**config.mk**
```make
export PLATFORM = sky130hd
export DESIGN_NAME = rtc_gen_axis_burst_tx
export DESIGN_NICKNAME = d
export VERILOG_FILES = /design/src/rtl/rtc_gen_pkg.sv /design/src/rtl/rtc_gen_down_counter.sv /design/src/rtl/rtc_gen_axis_burst_tx.sv
export SDC_FILE = /design/constraint.sdc
export NUM_CORES = 1
export LEC_CHECK = 0
export ABC_CLOCK_PERIOD_IN_PS = 4200
export BUFFER_PORTS_ARGS = -buffer_cell sky130_fd_sc_hd__buf_4
export CORE_ASPECT_RATIO = 0.9
export CORE_MARGIN = 10
export CORE_UTILIZATION = 55
export CTS_CLUSTER_DIAMETER = 30
export CTS_CLUSTER_SIZE = 25
export DETAILED_ROUTE_END_ITERATION = 16
export PLACE_DENSITY = 0.94
export SETUP_SLACK_MARGIN = 0.3
export SLEW_MARGIN = 25
export SYNTH_ARGS = -nofsm -noshare
export SYNTH_HDL_FRONTEND = slang
export SYNTH_SLANG_ARGS = --single-unit
```
**constraint.sdc**
```tcl
create_clock -name ap_clk -period 4.2 [get_ports ap_clk]
set_clock_uncertainty 0.05 [all_clocks]
set_input_delay 0.84 -clock ap_clk [delete_from_list [all_inputs] [get_ports ap_clk]]
set_output_delay 0.84 -clock ap_clk [all_outputs]
set_load 0.01 [all_outputs]
```
**src/rtl/rtc_gen_pkg.sv**
```systemverilog
// rtc_gen_pkg: shared types and constants for the rtc_gen stream kernel.
// Contents: burst_tx_state_t, the burst source FSM states, plus zero and one
// constants for beat-count comparisons. Modules cast these constants to their
// own count width.
package rtc_gen_pkg;
  typedef enum logic [1:0] {IDLE, SEND, DONE} burst_tx_state_t;
  localparam int LEN_W = 16;
  localparam logic [LEN_W-1:0] LEN_ZERO = '0;
  localparam logic [LEN_W-1:0] LEN_ONE = LEN_W'(1);
endpackage

```
**src/rtl/rtc_gen_down_counter.sv**
```systemverilog
// rtc_gen_down_counter: load/decrement counter that flags a count of one.
// Ports:
//   clk_i, rst_ni  clock and asynchronous active-low reset
//   load_i         loads load_val_i; takes priority over dec_i
//   dec_i          decrements the count by one
//   is_one_o       high while the held count equals one
module rtc_gen_down_counter import rtc_gen_pkg::*; #(
  parameter int W = 16
) (
  input  logic         clk_i,
  input  logic         rst_ni,
  input  logic         load_i,
  input  logic         dec_i,
  input  logic [W-1:0] load_val_i,
  output logic         is_one_o
);
  logic [W-1:0] cnt_q, cnt_d;
  always_comb cnt_d = load_i ? load_val_i : dec_i ? cnt_q - W'(LEN_ONE) : cnt_q;
  always_ff @(posedge clk_i or negedge rst_ni)
    if (!rst_ni) cnt_q <= '0;
    else cnt_q <= cnt_d;
  assign is_one_o = cnt_q == W'(LEN_ONE);
endmodule

```
**src/rtl/rtc_gen_axis_burst_tx.sv**
```systemverilog
// rtc_gen_axis_burst_tx: AXI4-Stream burst source.
// Behaviour: each accepted command produces cmd_len beats of incrementing
// data, starting at cmd_start. TLAST marks the final beat, and done pulses
// once after the burst ends.
// Ports:
//   ap_clk, ap_rst_n                           clock and asynchronous active-low reset
//   cmd_valid/cmd_ready, cmd_len, cmd_start    command handshake and payload
//   m_axis_tvalid/tready/tdata/tlast           outgoing stream
//   done                                       one-cycle end-of-burst pulse
// Build option: RTC_GEN_BURST_TX_STATS_EN adds two outputs.
//   stat_beats   transfer count
//   stat_bursts  done-pulse count
module rtc_gen_axis_burst_tx import rtc_gen_pkg::*; #(
  parameter int C_DATA_WIDTH = 32,
  parameter int C_LEN_WIDTH  = 16
) (
  input  logic                    ap_clk,
  input  logic                    ap_rst_n,
  input  logic                    cmd_valid,
  output logic                    cmd_ready,
  input  logic [C_LEN_WIDTH-1:0]  cmd_len,
  input  logic [C_DATA_WIDTH-1:0] cmd_start,
  output logic                    m_axis_tvalid,
  input  logic                    m_axis_tready,
  output logic [C_DATA_WIDTH-1:0] m_axis_tdata,
  output logic                    m_axis_tlast,
  output logic                    done
`ifdef RTC_GEN_BURST_TX_STATS_EN
  ,
  output logic [31:0]             stat_beats,
  output logic [15:0]             stat_bursts
`endif
);
  burst_tx_state_t state_q, state_d;
  logic [C_DATA_WIDTH-1:0] data_q, data_d;
  logic live_q, rem_is_one, accept, xfer;
  // The state register resets to IDLE, but cmd_ready must stay low until the
  // first clock after reset release. live_q provides that delay.
  assign cmd_ready     = live_q && state_q == IDLE;
  assign m_axis_tvalid = state_q == SEND;
  assign m_axis_tlast  = m_axis_tvalid && rem_is_one;
  assign m_axis_tdata  = data_q;
  assign done          = state_q == DONE;
  assign accept        = cmd_valid && cmd_ready;
  assign xfer          = m_axis_tvalid && m_axis_tready;
  always_comb begin
    state_d = state_q;
    data_d  = data_q;
    if (accept) state_d = cmd_len == C_LEN_WIDTH'(LEN_ZERO) ? DONE : SEND;
    else if (state_q == SEND && xfer && rem_is_one) state_d = DONE;
    else if (state_q == DONE) state_d = IDLE;
    data_d = accept ? cmd_start : xfer ? data_q + C_DATA_WIDTH'(1) : data_q;
  end
  always_ff @(posedge ap_clk or negedge ap_rst_n)
    if (!ap_rst_n) begin
      state_q <= IDLE;
      data_q  <= '0;
      live_q  <= 1'b0;
    end else begin
      state_q <= state_d;
      data_q  <= data_d;
      live_q  <= 1'b1;
    end
  rtc_gen_down_counter #(.W(C_LEN_WIDTH)) u_remaining (
    .clk_i      (ap_clk),
    .rst_ni     (ap_rst_n),
    .load_i     (accept),
    .dec_i      (xfer),
    .load_val_i (cmd_len),
    .is_one_o   (rem_is_one)
  );
`ifdef RTC_GEN_BURST_TX_STATS_EN
  logic [31:0] beats_q;
  logic [15:0] bursts_q;
  always_ff @(posedge ap_clk or negedge ap_rst_n)
    if (!ap_rst_n) begin
      beats_q  <= '0;
      bursts_q <= '0;
    end else begin
      beats_q  <= beats_q + 32'(xfer);
      bursts_q <= bursts_q + 16'(done);
    end
  assign stat_beats  = beats_q;
  assign stat_bursts = bursts_q;
`endif
endmodule

```
Word level (Yosys, flattened, before mapping). Index checks and enable logic that the tools add are counted.

Register bits: 51. Input bits: 52. Output and inout port bits: 36.

Add/sub/neg operators: 2. Eq/ne operators: 3. Multiplexer cells: 8. Reductions and logical operators: 10.

Operator list (number): $mux W32 (2); $add A32 B1 Y32 const B (1); $mux W16 (2); $eq A16 B1 Y1 const B (1); $logic_not A16 Y1 (1); $sub A16 B1 Y16 const B (1); $mux W2 (4); $logic_and A1 B1 Y1 (6); $reduce_bool A3 Y1 (1); $eq A2 B1 Y1 const B (1); $eq A2 B2 Y1 const B (1); $logic_not A2 Y1 (1); $reduce_bool A2 Y1 (1).

Logic depth before layout (Yosys ltp). Gate-level depths: netlist (run 1).

Depth in word-level cells: 6. Mapped depth: 7. Gate-level depth less buffers: 6.

Hierarchy. Synthesis (run 1) repeated with hierarchy kept, for this count alone.

Cell total of the unflattened synthesis: 317. Area total of the unflattened synthesis: 2927.8 µm².

By module, submodules not included: rtc_gen_axis_burst_tx (instances 1, cells an instance 219, area an instance 1978.1 µm², seq. area each 875.8 µm²); rtc_gen_down_counter (instances 1, cells an instance 98, area an instance 949.7 µm², seq. area each 400.4 µm²).

Least setup slack after synthesis (run 1). OpenSTA, ideal clock, no wires.

Path kind: reg-to-output. Start point: register u_remaining.cnt_q[10]. End point: output port m_axis_tlast. Arrival: 2322 ps. Path slack: 988 ps. Cell stages (with the launch flop): 6. Buffers on the path: 1. Path through: dfrtp_1 -> or4_4 -> or3_1 -> buf_2 -> or4_1 -> nor4b_1.

Word-level cells in the longest chain between the ends: 2.

Ends and longest elaborated chain: from (decl) (RTL line rtc_gen_down_counter.sv:17) `logic [W-1:0] cnt_q, cnt_d;`; from (signal assigned) (RTL line rtc_gen_down_counter.sv:21) `else cnt_q <= cnt_d;`; $eq A16 B1 Y1 (RTL line rtc_gen_down_counter.sv:22) `assign is_one_o = cnt_q == W'(LEN_ONE);`; $logic_and A1 B1 Y1 (RTL line rtc_gen_axis_burst_tx.sv:41) `assign m_axis_tlast = m_axis_tvalid && rem_is_one;`; to (decl) (RTL line rtc_gen_axis_burst_tx.sv:26) `output logic m_axis_tlast,`.

No other way between the ends.

Worst setup path after layout (run 1). Same ends and word-level chain as after synthesis.

==> metrics.txt, run 1 <==
Final min period=3636 ps; Arr. time, crit path=2750 ps; synthesized flop and latch total=51; htree depth=2; most frequent cells in the layout=89 x buf_4, 68 x nand2_1, 51 x dfrtp_1; Switch Pwr=179.3 uW; commonest non-fill, non-tap cell in the layout=buf_4; outcome=finished, final reports clean; CTS max path bufs=2; Final Instance Area=3618 um2; CP Class=register to output port; vias in the first global route=2877; crit path capture type=output port; clock latency at the later pin of the worst-skew pair=310 ps; Max IR drop VDD=0.0001913 V; Sw Share=0.2206; Mean Syn Cell Area=8.614 um2; Final setup viols=0; I/O Pins=88; HP Class=input port to asynchronous set/reset pin; Combinational Power Share=0.062; routed wire length per instance=18.26 um; post-synthesis cell area=2843 um2; grt ovf=0; Initial Utilization=0.5772; placed inst area=3540 um2; Multi-input gate area=1494 um2; initial antenna violation count=0; first-pass GRT wire length=13900 um; clk sink count=51; worst reg2reg path depth=5; Pleak=0.001601 uW; antenna-violating nets left=0; Pwr per Cell Area=224.5 nW/um2; RD Place Congestion=0.8218; final hold vios=0; Critical Path Fanout Max=7; register area share after synthesis=0.4489; die height=88.21 um; share of post-route cells with drive strength above 1=0.2384; Vias=2972; postcts setup bufs=0; Data required, critical path=3310 ps; Worst Hold Slack=497.0 ps; ant diodes=0; FMAX=275.1 MHz; Root Buffer=clkbuf_8; Die W=95.78 um; R2R Setup Slk=1710 ps; fill cell count=374; DPL Wire Length=6394 um; final WL=8694 um; Clock power frac=0.333; Pint=633.3 uW; cell count after synthesis=330; largest net degree at the start of global routing=61; Starting DRT DRC Count=213; fin crit share=0.8656; Die ar.=8448 um2; # nets final=467; Synthesized Nets=385; core area=4925 um2; Slew @ Worst Pin=1038 ps; Synth warnings=0; CTS resizes=0; IO Port Bufs=87; Reg power frac=0.604; DR vias/cell=6.244; total CTS buffers=5; std cell rows=24; total track usage=0.2050; CTS tree=built; Startpoint Class=register; drt first pass iters=5; Area Growth Syn to Fin=27.29%; cts hold-fix bufs=0; FF+latch area=1276 um2; clock slew at reported path FFs=90 ps; Slew Limit Fails=0; Netlist cell types=37; Max transition margin=0.3018; setup TNS=0 ps; Max Cap Viol=0; drc violations=0; RSZ-0062 raised after global routing=false
==> metal layers <==
metal	routed length [um]	global-route usage	vias up
met2	4213	0.3383	157
met4	137	0.05622	0
met1	3544	0.2567	1409
li1	-	-	1384
met5	0	0	-
met3	799	0.05817	22
==> path summary, 6_finish.rpt <==
path                                       startpoint              endpoint
worst max-delay path            u_remaining.cnt_q[10]          m_axis_tlast
worst min-delay path                         ap_rst_n      m_axis_tdata[13]
worst max register to register       m_axis_tdata[13]      m_axis_tdata[29]
worst min register to register        m_axis_tdata[1]       m_axis_tdata[1]
max in group asynchronous                    ap_rst_n  u_remaining.cnt_q[8]
min in group ap_clk                   m_axis_tdata[1]       m_axis_tdata[1]
==> cell usage after synthesis <==
cell type	n	share of area
nand3b_1	2	0.0053
xor2_1	12	0.037
or3_1	5	0.011
ha_1	3	0.013
nand3_1	16	0.028
nand2_1	68	0.090
nand4b_1	1	0.0031
nor4b_1	1	0.0031
xnor2_1	6	0.018
a22oi_1	3	0.0079
and2_1	1	0.0022
nor2b_1	2	0.0044
nor3b_1	2	0.0053
and3b_1	1	0.0031
buf_2	1	0.0018
or4_4	1	0.0040
a21o_1	1	0.0026
mux2i_1	1	0.0035
and3_1	4	0.0088
a211oi_1	1	0.0026
or2_2	1	0.0022
o21ai_0	23	0.040
conb_1	1	0.0013
nor3_1	10	0.018
o211ai_1	18	0.048
nor2_1	21	0.028
o21a_1	1	0.0026
nand4_1	15	0.033
a221o_1	3	0.011
clkbuf_1	13	0.017
inv_1	7	0.0092
nor4_1	9	0.020
or4_1	2	0.0053
dfrtp_1	51	0.45
a21oi_1	4	0.0070
a31oi_1	5	0.011
o311ai_0	14	0.043
==> area by class of cell <==
cell class | count | area share
Inverter | 7 | 0.007261
Sequential cell | 51 | 0.3527
Timing Repair Buffer | 89 | 0.1846
Tap cell | 65 | 0.02248
Multi-Input combinational cell | 258 | 0.4129
Clock buffer | 6 | 0.02006
==> metrics by stage <==
stage	total power [uW]	utilization	std cells	setup WS, ps
finish	812.5	0.7348	476	564.3
global route	835.5	0.7348	476	437.5
CTS	812.5	0.7335	476	591.8
detailed placement	551.5	0.7188	470	938.9
global placement	550.4	0.7188	470	996.7
floorplan	502.4	-	330	987.5
==> power by group through the flow <==
stage	clock, uW	sequential, uW	combinational [uW]
floorplan	0	501	1.40
global placement	0	501	49.5
detailed placement	0	501	50.7
CTS	271	491	50.8
global route	289	491	55.0
finish	271	491	50.7
==> registers in the layout (all words and copies together), names as in the netlist <==
signal and count:
u_remaining.cnt_q 16, live_q 1, m_axis_tdata 32, state_q 2
==> worst max-delay path, stage by stage, from the launching register on <==
cell and delay, ps:
dfrtp_1 400, or4_4 570, or3_1 430, or4_1 530, nor4b_1 330, buf_4 180
==> cells by family after synthesis <==
family / after synthesis / share of synthesized area
and+or+nand+nor: 162 / 0.2738
AOI/OAI and AO/OA: 73 / 0.1756
DFF: 51 / 0.4489
buffers and inverters: 21 / 0.02817
xor gates and xnor gates: 18 / 0.05546
adders and majority gates: 3 / 0.01321
other: 1 / 0.001319
muxes: 1 / 0.003521
(Power assumes the default switching activity.)
==> run 2: changes to the inputs <==
Settings changed: CORE_MARGIN 10 to 2.
==> run 2 against run 1 <==
Flip-flop and latch count stayed put. Maximum frequency shrank 3.0%. Clock power up 14%. Sequential share of layout area decreased by 0.27 points. Critical path depth stayed put. Sequential power hardly changed. Combinational power hardly changed. Utilization rose by 0.56 points. Cell count increased by 0.42%. Via count is 0.24% lower. Final area is 0.76% higher. Critical path type unchanged. Highest routed layer unchanged.
==> metrics.txt, run 2 (synthesis results as in run 1) <==
grt ovf=0; Startpoint Class=register; Vias=2965; Final setup viols=0; Data required, critical path=3310 ps; cts hold-fix bufs=0; outcome=finished, final reports clean; Slew @ Worst Pin=962.8 ps; Pleak=0.001617 uW; most frequent cells in the layout=89 x buf_4, 68 x nand2_1, 51 x dfrtp_1; Final min period=3748 ps; Switch Pwr=179.8 uW; Slowest-stage cell, CP=or4_1; htree depth=2; CP top delay family=simple AND/OR/NAND/NOR gates; drt first pass iters=6; clock latency at the later pin of the worst-skew pair=300 ps; Die W=79.78 um; Max transition margin=0.3522; die height=72.21 um; postcts setup bufs=0; Combinational Power Share=0.059; largest net degree at the start of global routing=61; RSZ-0062 raised after global routing=false; fin crit share=0.8924; fill cell count=381; crit path buf inv count=1; Worst Hold Slack=503.0 ps; Max Cap Viol=0; routed wire length per instance=16.58 um; Sw Share=0.2110; vias in the first global route=2694; Area Growth Syn to Fin=28.26%; Die ar.=5761 um2; std cell rows=24; ant diodes=0; Slew Limit Fails=0; I/O Pins=88; drc violations=0; final WL=7923 um; # nets final=467; worst setup path endpoint=m_axis_tlast; Pwr per Cell Area=233.7 nW/um2; DP Worst Slack=882.2 ps; worst reg2reg path depth=5; Crit path depth=5; Placed Cells=470; HP Class=register to register; RR Endpoint=u_remaining.cnt_q[15]; clk sink count=51; CP peak stage delay=560 ps; commonest non-fill, non-tap cell in the layout=buf_4; crit path capture type=output port; Reg power frac=0.576; CTS resizes=0; beginning of the critical path=u_remaining.cnt_q[8]; worst reg2reg startpoint=u_remaining.cnt_q[8]; first-pass GRT wire length=12500 um; R2R Setup Slk=1720 ps; clock slew at reported path FFs=90 ps; post-route insts no fill=478; CTS tree=built; DPL Wire Length=5640 um; Critical Path Fanout Max=7; CP Class=register to output port; core area=4925 um2; Starting DRT DRC Count=307; total CTS buffers=5; Pint=672.4 uW; IO Port Bufs=87; CTS max path bufs=2; post-route setup slack=451.9 ps; RD Place Congestion=0.9085; Max IR drop VDD=0.0001444 V; Initial Utilization=0.5772; share of post-route cells with drive strength above 1=0.2421; CP Cell Sequence=or4_4 -> or3_1 -> or4_1 -> nor4b_1 -> buf_4; initial antenna violation count=0; antenna-violating nets left=0; FMAX=266.8 MHz; Root Buffer=clkbuf_8; final hold vios=0; Arr. time, crit path=2860 ps; setup TNS=0 ps; max reg flops=32; Clock power frac=0.364; total track usage=0.2766; DR vias/cell=6.203
-- run 2: cell count changes in the layout (fill, tap and decap cells not counted), sizes merged --
cell,change
clkbuf,+2
-- run 2: per-stage QoR --
stage,util,cell area [um2],total power (uW)
2_1_floorplan,-,2843,502.4
3_3_place_gp,0.7188,3540,550.5
3_5_place_dp,0.7188,3540,551.5
4_1_cts,0.7391,3640,852.2
5_1_grt,0.7403,3646,881.3
6_report,0.7403,3646,852.2
-- run 2: metal layers --
| layer | up-vias | GRT usage | wire length [um] |
|---|---|---|---|
| li1 | 1385 | - | - |
| met1 | 1427 | 0.3757 | 3365 |
| met2 | 144 | 0.4585 | 3871 |
| met3 | 9 | 0.05846 | 605 |
| met4 | 0 | 0.06968 | 80 |
| met5 | - | 0 | 0 |
-- run 2: cell type report --
cell class / instances / area (um2) / area share
clock buffer: 8 / 100.1 / 0.02745
sequential: 51 / 1276 / 0.3500
tap: 65 / 81.33 / 0.02231
inverter: 7 / 26.28 / 0.007207
timing repair buffer: 89 / 668.1 / 0.1833
multi-input combinational: 258 / 1494 / 0.4097
-- run 2: worst register-to-register path, cell delays in order (launching register included) --
cell	delay (ps)
dfrtp_1	430
or4_4	520
or3_1	430
or3_1	370
or4_1	530
nand3_1	100
-- run 2: power by group through the flow --
| stage | logic (uW) | clock network [uW] | registers (uW) |
|---|---|---|---|
| floorplan | 1.40 | 0 | 501 |
| global placement | 49.7 | 0 | 501 |
| detailed placement | 50.7 | 0 | 501 |
| CTS | 50.8 | 310 | 491 |
| global route | 55.0 | 335 | 491 |
| finish | 50.6 | 310 | 491 |
-- run 2: worst min path at each step --
stage / to / slack [ps] / startpoint / cells past startpoint
global placement: m_axis_tdata[1] / 470 / m_axis_tdata[1] / 2
detailed placement: u_remaining.cnt_q[1] / 470 / u_remaining.cnt_q[1] / 1
finish: m_axis_tdata[1] / 500 / m_axis_tdata[1] / 2
global route: u_remaining.cnt_q[1] / 510 / u_remaining.cnt_q[1] / 1
CTS: u_remaining.cnt_q[1] / 500 / u_remaining.cnt_q[1] / 1
floorplan: u_remaining.cnt_q[1] / 450 / u_remaining.cnt_q[1] / 1
==> run 3: changes to the inputs <==
Settings changed: PLACE_DENSITY 0.94 to 0.95.
==> run 3 against run 2 <==
Clock power down 6.5%. Total power down 2.5%. First-iteration DRC count up 8.8%. Setup slack better by 83 ps. Register-to-register slack better by 30 ps. Cell count down 0.21%. Global-route usage up 0.96 points. Via count up 0.20%. Critical endpoint unchanged. Largest cell class unchanged.
==> metrics.txt, run 3 (synthesis results as in run 1) <==
Pleak=0.001611 uW; IO Port Bufs=87; Combinational Power Share=0.060; HP Class=input port to asynchronous set/reset pin; routed wire length per instance=17.03 um; Switch Pwr=179.3 uW; core area=4925 um2; CTS max path bufs=2; CP Cell Sequence=or4_4 -> or3_1 -> or4_1 -> nor4b_1 -> buf_4; CTS resizes=0; CP Class=register to output port; clk sink count=51; DR vias/cell=6.229; Slew Limit Fails=0; Max transition margin=0.3066; setup TNS=0 ps; share of post-route cells with drive strength above 1=0.2451; clock slew at reported path FFs=90 ps; # nets final=467; RSZ-0062 raised after global routing=false; Multi-input gate area=1500 um2; DPL Wire Length=5779 um; Max IR drop VDD=0.0002235 V; Slowest-stage cell, CP=or4_4; clock latency at the later pin of the worst-skew pair=310 ps; FF+latch area=1276 um2; Initial Utilization=0.5772; total CTS buffers=5; crit path capture type=output port; Slew @ Worst Pin=1031 ps; Pint=651.3 uW; CTS tree=built; Starting DRT DRC Count=334; commonest non-fill, non-tap cell in the layout=buf_4; total track usage=0.2862; Startpoint Class=register; die height=72.21 um; drc violations=0; final hold vios=0; Clock power frac=0.349; htree depth=2; first-pass GRT wire length=12980 um; Critical Path Fanout Max=7; Max Cap Viol=0; FMAX=272.9 MHz; Final min period=3665 ps; Die ar.=5761 um2; antenna-violating nets left=0; Pwr per Cell Area=228.2 nW/um2; postcts setup bufs=0; initial antenna violation count=0; CP peak stage delay=560 ps; CP top delay family=simple AND/OR/NAND/NOR gates; final WL=8124 um; Vias=2971; max reg flops=32; RD Place Congestion=0.8630; Arr. time, crit path=2770 ps; Reg power frac=0.591; fin crit share=0.8726; outcome=finished, final reports clean; std cell rows=24; vias in the first global route=2803; crit path buf inv count=1; Sw Share=0.2159; fill cell count=386; Data required, critical path=3310 ps; Area Growth Syn to Fin=28.04%; I/O Pins=88; most frequent cells in the layout=89 x buf_4, 68 x nand2_1, 51 x dfrtp_1; Root Buffer=clkbuf_8; Final setup viols=0; grt ovf=0; drt first pass iters=5; final core utilization=0.7391; Die W=79.78 um; ant diodes=0; largest net degree at the start of global routing=61; cts hold-fix bufs=0
==> run 3: changes by cell type in the layout (fill, tap and decap cells not counted), sizes merged <==
cell	delta
clkinv	+1
clkbuf	-2
==> run 3: path summary, 6_finish.rpt <==
path                            slack (ps)                  start  cells past startpoint               endpoint
worst min register to register         520   u_remaining.cnt_q[1]                      1   u_remaining.cnt_q[1]
max in group asynchronous             3170               ap_rst_n                      1  u_remaining.cnt_q[11]
worst max register to register        1750        m_axis_tdata[0]                      6       m_axis_tdata[20]
worst min-delay path                   500               ap_rst_n                      1       m_axis_tdata[13]
worst max-delay path                   540  u_remaining.cnt_q[10]                      5           m_axis_tlast
min in group ap_clk                    520   u_remaining.cnt_q[1]                      1   u_remaining.cnt_q[1]
==> run 3: worst reg2reg max path, delay by kind of cell (launching register included) <==
family / cells / cell delay [ps]
simple gates: 3 / 1220
flops: 1 / 420
compound gates: 2 / 410
fa+ha+maj: 1 / 210
==> run 3: per-layer routing <==
metal	global-route usage	wire length (um)	vias to the layer above
li1	-	-	1388
met1	0.3903	3335	1392
met2	0.4622	3921	163
met3	0.05473	671	28
met4	0.1036	196	0
met5	0	0	-
==> run 3: final cells by class <==
cell class / instances / area share
tap: 65 / 0.02234
clock buffer: 6 / 0.02269
timing repair buffer: 89 / 0.1836
multi-input combinational: 258 / 0.4122
clock inverter: 1 / 0.001375
inverter: 7 / 0.007219
sequential: 51 / 0.3506
==> run 3: power groups by stage <==
stage          registers (uW)  clock network, uW  logic, uW
3_3_place_gp              501                  0       49.6
2_1_floorplan             501                  0       1.40
6_report                  491                290       49.9
4_1_cts                   491                289       50.4
3_5_place_dp              501                  0       50.3
5_1_grt                   491                316       55.0
==> run 3: through the flow <==
step,power (uW),std cells,instance area [um2],hold WS [ps],worst slack (ps)
after floorplan,502.4,330,2843,451.3,987.5
after global placement,550.5,470,3540,469.8,920.3
after detailed placement,551.2,470,3540,487.0,893.2
after CTS,830.7,477,3627,513.1,552.0
after global routing,861.8,477,3640,524.1,406.0
final,830.6,477,3640,496.0,535.0
